<file path="src/rtl/rdma_net_pkg.sv">
// Shared RDMA TX/RX network constants: header layouts, field offsets and FSM encoding
// used by the header generator, header_packer and the RX checksum checker.
package rdma_net_pkg;

  localparam logic [15:0] ETHERTYPE_IPV4 = 16'h0800;
  localparam logic [15:0] IP_VER_IHL_TOS = 16'h4500;
  localparam logic [7:0]  IP_PROTO_UDP   = 8'h11;

  localparam int IP_HDR_BYTES  = 20;
  localparam int UDP_HDR_BYTES = 8;

  localparam int ETH_HDR_W = 112;
  localparam int IP_HDR_W  = 160;
  localparam int UDP_HDR_W = 64;

  // ip_header field LSB positions
  localparam int IPH_VIT_LSB    = 144;
  localparam int IPH_TOTLEN_LSB = 128;
  localparam int IPH_ID_LSB     = 112;
  localparam int IPH_FRAG_LSB   = 96;
  localparam int IPH_TTL_LSB    = 88;
  localparam int IPH_PROTO_LSB  = 80;
  localparam int IPH_CSUM_LSB   = 64;
  localparam int IPH_SRCIP_LSB  = 32;
  localparam int IPH_DSTIP_LSB  = 0;

  localparam int CSUM_WORDS = 9;

  typedef enum logic [1:0] {
    ST_IDLE = 2'd0,
    ST_SUM  = 2'd1,
    ST_FOLD = 2'd2,
    ST_OUT  = 2'd3
  } state_e;

  typedef struct packed {
    logic [15:0] len;
    logic [47:0] dst_mac;
    logic [47:0] src_mac;
    logic [31:0] dst_ip;
    logic [31:0] src_ip;
    logic [15:0] dst_port;
    logic [15:0] src_port;
  } req_t;

endpackage

</file>
<file path="src/rtl/ip_csum16.sv">
// Ones-complement 16-bit word accumulator; csum_o is the folded, inverted
// Internet checksum of every word added since the last clear.
module ip_csum16 (
  input  logic        clk,
  input  logic        rst,
  input  logic        clr_i,
  input  logic        add_i,
  input  logic [15:0] data_i,
  output logic [15:0] csum_o
);

  logic [19:0] acc_q;
  logic [16:0] fold1;
  logic [15:0] fold2;

  always_ff @(posedge clk) begin
    if (rst)        acc_q <= '0;
    else if (clr_i) acc_q <= '0;
    else if (add_i) acc_q <= acc_q + {4'h0, data_i};
  end

  // 20 bits hold up to 16 words; the second fold absorbs the carry of the first
  assign fold1  = {1'b0, acc_q[15:0]} + {13'h0, acc_q[19:16]};
  assign fold2  = fold1[15:0] + {15'h0, fold1[16]};
  assign csum_o = ~fold2;

endmodule

</file>
<file path="src/rtl/udp_ip_header_gen.sv">
// Builds Ethernet/IPv4/UDP headers for one TX request and hands them to
// header_packer over four independent valid/ready channels.
module udp_ip_header_gen
  import rdma_net_pkg::*;
#(
  parameter int          MAX_PAYLOAD = 1472,
  parameter logic [7:0]  IP_TTL      = 8'h40,
  parameter logic [15:0] ID_INIT     = 16'h0000
) (
  input  logic                 clk,
  input  logic                 rst,
  input  logic                 s_req_valid,
  output logic                 s_req_ready,
  input  logic [15:0]          req_payload_len,
  input  logic [47:0]          req_dst_mac,
  input  logic [31:0]          req_dst_ip,
  input  logic [15:0]          req_dst_port,
  input  logic [47:0]          cfg_src_mac,
  input  logic [31:0]          cfg_src_ip,
  input  logic [15:0]          cfg_src_port,
  output logic [ETH_HDR_W-1:0] eth_header,
  output logic                 eth_header_valid,
  input  logic                 eth_header_ready,
  output logic [IP_HDR_W-1:0]  ip_header,
  output logic                 ip_header_valid,
  input  logic                 ip_header_ready,
  output logic [UDP_HDR_W-1:0] udp_header,
  output logic                 udp_header_valid,
  input  logic                 udp_header_ready,
  output logic [15:0]          payload_length_bytes,
  output logic                 length_valid,
  input  logic                 length_ready,
  output logic                 err_oversize
);

  state_e               state_q;
  req_t                 req_q;
  logic [15:0]          tot_len_q, udp_len_q, id_q;
  logic [3:0]           widx_q;
  logic [3:0]           vld_q, vld_d, rdy;
  logic [ETH_HDR_W-1:0] eth_q;
  logic [IP_HDR_W-1:0]  ip_q, ip_d;
  logic [UDP_HDR_W-1:0] udp_q;
  logic [15:0]          plen_q;
  logic                 err_q;
  logic [15:0]          word, csum;
  logic                 oversize;

  assign oversize = {16'h0, req_payload_len} > 32'(MAX_PAYLOAD);

  always_comb begin
    word = '0;
    unique case (widx_q)
      4'd0:    word = IP_VER_IHL_TOS;
      4'd1:    word = tot_len_q;
      4'd2:    word = id_q;
      4'd3:    word = 16'h0000;
      4'd4:    word = {IP_TTL, IP_PROTO_UDP};
      4'd5:    word = req_q.src_ip[31:16];
      4'd6:    word = req_q.src_ip[15:0];
      4'd7:    word = req_q.dst_ip[31:16];
      4'd8:    word = req_q.dst_ip[15:0];
      default: word = '0;
    endcase
  end

  ip_csum16 u_csum (
    .clk    (clk),
    .rst    (rst),
    .clr_i  (state_q == ST_IDLE && s_req_valid),
    .add_i  (state_q == ST_SUM),
    .data_i (word),
    .csum_o (csum)
  );

  always_comb begin
    ip_d = '0;
    ip_d[IPH_VIT_LSB    +: 16] = IP_VER_IHL_TOS;
    ip_d[IPH_TOTLEN_LSB +: 16] = tot_len_q;
    ip_d[IPH_ID_LSB     +: 16] = id_q;
    ip_d[IPH_FRAG_LSB   +: 16] = 16'h0000;
    ip_d[IPH_TTL_LSB    +: 8]  = IP_TTL;
    ip_d[IPH_PROTO_LSB  +: 8]  = IP_PROTO_UDP;
    ip_d[IPH_CSUM_LSB   +: 16] = csum;
    ip_d[IPH_SRCIP_LSB  +: 32] = req_q.src_ip;
    ip_d[IPH_DSTIP_LSB  +: 32] = req_q.dst_ip;
  end

  // channel order {eth, ip, udp, len}; readies on already-idle channels drop out here
  assign rdy   = {eth_header_ready, ip_header_ready, udp_header_ready, length_ready};
  assign vld_d = vld_q & ~rdy;

  always_ff @(posedge clk) begin
    if (rst) begin
      state_q   <= ST_IDLE;
      req_q     <= '0;
      tot_len_q <= '0;
      udp_len_q <= '0;
      id_q      <= ID_INIT;
      widx_q    <= '0;
      vld_q     <= '0;
      eth_q     <= '0;
      ip_q      <= '0;
      udp_q     <= '0;
      plen_q    <= '0;
      err_q     <= 1'b0;
    end else begin
      err_q <= 1'b0;
      unique case (state_q)
        ST_IDLE: if (s_req_valid) begin
          req_q     <= '{len: req_payload_len, dst_mac: req_dst_mac, src_mac: cfg_src_mac,
                         dst_ip: req_dst_ip, src_ip: cfg_src_ip,
                         dst_port: req_dst_port, src_port: cfg_src_port};
          tot_len_q <= req_payload_len + 16'(IP_HDR_BYTES + UDP_HDR_BYTES);
          udp_len_q <= req_payload_len + 16'(UDP_HDR_BYTES);
          widx_q    <= '0;
          if (oversize) err_q   <= 1'b1;
          else          state_q <= ST_SUM;
        end
        ST_SUM: begin
          widx_q <= widx_q + 4'd1;
          if (widx_q == 4'(CSUM_WORDS - 1)) state_q <= ST_FOLD;
        end
        ST_FOLD: begin
          eth_q   <= {req_q.dst_mac, req_q.src_mac, ETHERTYPE_IPV4};
          ip_q    <= ip_d;
          udp_q   <= {req_q.src_port, req_q.dst_port, udp_len_q, 16'h0000};
          plen_q  <= req_q.len;
          vld_q   <= '1;
          id_q    <= id_q + 16'd1;
          state_q <= ST_OUT;
        end
        ST_OUT: begin
          vld_q <= vld_d;
          if (vld_d == '0) state_q <= ST_IDLE;
        end
        default: state_q <= ST_IDLE;
      endcase
    end
  end

  assign s_req_ready          = (state_q == ST_IDLE);
  assign eth_header           = eth_q;
  assign ip_header            = ip_q;
  assign udp_header           = udp_q;
  assign payload_length_bytes = plen_q;
  assign {eth_header_valid, ip_header_valid, udp_header_valid, length_valid} = vld_q;
  assign err_oversize         = err_q;

endmodule

</file>
<file path="config.mk">
export PLATFORM = sky130hd
export DESIGN_NAME = udp_ip_header_gen
export DESIGN_NICKNAME = d
export VERILOG_FILES = /design/src/rtl/rdma_net_pkg.sv /design/src/rtl/ip_csum16.sv /design/src/rtl/udp_ip_header_gen.sv
export SDC_FILE = /design/constraint.sdc
export NUM_CORES = 1
export LEC_CHECK = 0
export CORE_UTILIZATION = 40
export CTS_CLUSTER_DIAMETER = 100
export DETAILED_ROUTE_END_ITERATION = 10
export PLACE_DENSITY = 0.71
export RECOVER_POWER = 25
export REMOVE_ABC_BUFFERS = 1
export SETUP_SLACK_MARGIN = 0.2
export SLEW_MARGIN = 20
export SYNTH_ARGS = -nofsm -noshare
export SYNTH_HDL_FRONTEND = slang
export SYNTH_SLANG_ARGS = --single-unit
</file>
<file path="constraint.sdc">
create_clock -name clk -period 4.1 [get_ports clk]
set_clock_uncertainty 0.15 [all_clocks]
set_input_delay 0.41 -clock clk [delete_from_list [all_inputs] [get_ports clk]]
set_output_delay 0.41 -clock clk [all_outputs]
set_load 0.03 [all_outputs]
</file>
==> run metrics <==
DRT iter0 DRCs=979; Post-Synth Adder-Cell Area=2.350%; share of post-route cells with drive strength above 1=5.709%; TritonRoute pass-1 iters=8; design area=28590 um2; largest family of logic cells by synthesized area=compound AO/OA/AOI/OAI gates; root buf cell=clkbuf_16; compound-cell area share of the yosys netlist=14.67%; Routed Antenna Nets=0; Placed Cells=3155; fin. max-slew vios=102; Post-synth EDFFs=0; fill cell count=4569; Least-Margin Pin Slew=1814 ps; Routed wire per std cell=19.67 um; Setup WS pre-CTS=244.4 ps; Synth Area in XOR/XNOR=2.715%; P_leak=10.88 nW; clock share of power=39.8%; Pwr Density=473.8 nW/um2; register area share after synthesis=51.71%; final std cells w/o fill=3265; final period utilization=90.05%; critical path class=reg -> reg; core box area=52550 um2; Syn Std Cell Area=21290 um2; peak supply drop=0.0003245 V; combinational share of power=14.7%; P&R area growth vs syn=34.28%; Post-Synthesis Cells=2091; P_int=9.867 mW; maximum capacitance violations=1; Hold Crit Class=in -> reg; Tmin final=3692 ps; initial core utilization=40.52%; simple-gate share of the synthesized area=10.24%; CP max FO=9; Flop pwr share=45.5%; post-synthesis average cell area=10.18 um2; HPWL Detailed=44850 um; largest net degree at the start of global routing=178; clk buf depth=3; worst path arrival time=4080 ps; Ports=573; slew margin rel.=-20.92%; CTS tree=built; Ys Warns=0; DIE AREA=54160 um2; GRT Overall Usage=22.93%; final WL=64210 um; # hold bufs at CTS=0; Sw Share=27.15%; Cell Area, Placed=26600 um2; vias in the first global route=16575; sw power=3.678 mW; drt drc=0; Final TNS setup=0 ps; H-tree Lvls=2; run status=finished with violations; violated checks=capacitance limit, slew limit; Core Rows=84; initial antenna violation count=4; Top FF cell, synth=dfxtp_1; final hold violation count=0; WP data required=4490 ps; Worst-path clk slew=60 ps; RePlAce Congestion=0.8896; port buffer count=499; fmax=270.9 MHz; critical path capture point type=flop; RSZ-0062 raised after global routing=no; final worst slack=408.0 ps; crit start category=flop; via count=16772; flops & latches, synth=550; clock latency on the worst-skew pair=620 ps; Net count, final=2781; global-route wire length before repair=96790 um; post-synth cell types=68; multiplexer area fraction after synthesis=12.41%; grt ovf=0; Sink Count=550; final setup fails=0; post-DR vias/cell=5.137; fin util=54.41%; Num CTS Buffers=59; asr flop ratio synth=0%; chip width=232.7 um; die height=232.7 um
-- power by group through the flow --
stage / logic, mW / registers (mW) / clock network [mW]
detailed placement: 2.00 / 6.27 / 0
finish: 1.99 / 6.16 / 5.39
global route: 2.15 / 6.21 / 5.77
floorplan: 1.41 / 6.23 / 0
CTS: 2.01 / 6.16 / 5.54
global placement: 1.97 / 6.26 / 0
-- synthesized netlist by cell type, types with 5 or more instances --
master	number	share of area, %
a22o_1	206	8.5
o21ai_0	53	1.2
o22ai_1	5	0.15
a211oi_1	15	0.53
nand3_1	39	0.92
a31oi_1	5	0.15
clkbuf_1	104	1.8
nand2_1	71	1.3
a21oi_1	34	0.80
xnor2_1	39	1.6
dfxtp_1	550	52
or2_2	5	0.15
mux2i_1	264	12
ha_1	36	2.1
nand2b_1	6	0.18
buf_4	84	3.0
nand4_1	11	0.32
inv_1	23	0.41
a22oi_1	42	1.5
and3_1	11	0.32
nor2_1	342	6.0
a21o_1	6	0.21
nor3_1	11	0.26
buf_1	37	0.65
xor2_1	27	1.1
-- critical path: stages, from the launching register on --
cell	delay [ps]
dfxtp_1	380
inv_1	100
ha_1	280
and3_4	250
a22oi_1	230
nand3_1	150
ha_2	410
nand3_1	80
o2111a_1	290
a32o_2	330
nor4b_2	260
a2111oi_2	90
buf_4	150
or3_1	330
a21oi_1	140
-- cell families (layout without fill, tap and decap cells) --
group                    after synthesis  in the layout
AND/OR/NAND/NOR                      518            518
XOR/XNOR                              66             66
multiplexers                         264            264
buffers and inverters                250            662
adder cells (fa/ha/maj)               39             39
flip-flops                           550            550
AO/OA/AOI/OAI                        403            403
other                                  1             75
-- sequential cells by signal, summed over array words and instances, names as in the netlist --
signal,cells
payload_length_bytes,16
u_csum.acc_q,20
eth_header,96
id_q,16
udp_len_q,13
widx_q,4
req_q,144
ip_header,111
ip_d,64
err_oversize,1
vld_q,4
state_q,2
udp_header,45
tot_len_q,14
-- per-layer routing --
layer  global-route usage (%)  share of wire [%]  wire [um]
met4                    9.375                3.6       2311
met2                    37.26                 47      29980
met5                        0              0.036         23
met3                    7.169                7.9       5089
met1                    27.98                 42      26800
-- final cells by class --
class | count | area (um2) | share of cell area (%)
clock buffers | 90 | 1724 | 6.030
clock inverters | 18 | 264.0 | 0.9234
flip-flops and latches | 550 | 11010 | 38.51
well taps | 688 | 860.8 | 3.011
repair buffers | 530 | 5275 | 18.45
diodes | 2 | 5.005 | 0.01750
inverters | 24 | 90.09 | 0.3151
multi-input cells | 1363 | 9361 | 32.74
-- worst paths after layout --
path | start | end | slack, ps | depth (start not counted)
max | widx_q[0]$_SDFFE_PP0P_ | u_csum.acc_q[19]$_SDFFE_PP0P_ | 410 | 14
max reg2reg | widx_q[0]$_SDFFE_PP0P_ | u_csum.acc_q[19]$_SDFFE_PP0P_ | 410 | 14
min reg2reg | udp_len_q[13]$_SDFFE_PP0P_ | udp_len_q[13]$_SDFFE_PP0P_ | 310 | 2
min | rst | ip_header[40]$_SDFFE_PP0P_ | 60 | 2
-- metrics by stage --
stage	power, mW	hold slack, ps
2_1_floorplan	7.637	274.8
3_3_place_gp	8.222	290.5
3_5_place_dp	8.269	300.9
4_1_cts	13.70	100.4
5_1_grt	14.12	109.1
6_report	13.55	58.75
-- placed cells by master, fill, tap and decap left out, types with 23 or more instances in the layout --
cell type and instances:
a22o_1 206, mux2i_1 264, o21ai_0 53, nand2_1 70
xor2_1 27, inv_1 23, clkdlybuf4s50_1 389, nor2_1 341
dlygate4sd3_1 109, ha_1 35, xnor2_1 39, conb_1 73
nand3_1 39, buf_4 24, a21oi_1 33, a22oi_1 42
clkbuf_16 60, dfxtp_1 550
-- repair_timing --
action | in CTS | in global routing
buffers inserted | 0 | 0
endpoints found under the setup margin | 0 | 13
gates resized for setup | 0 | 14
(Power assumes the default switching activity.)
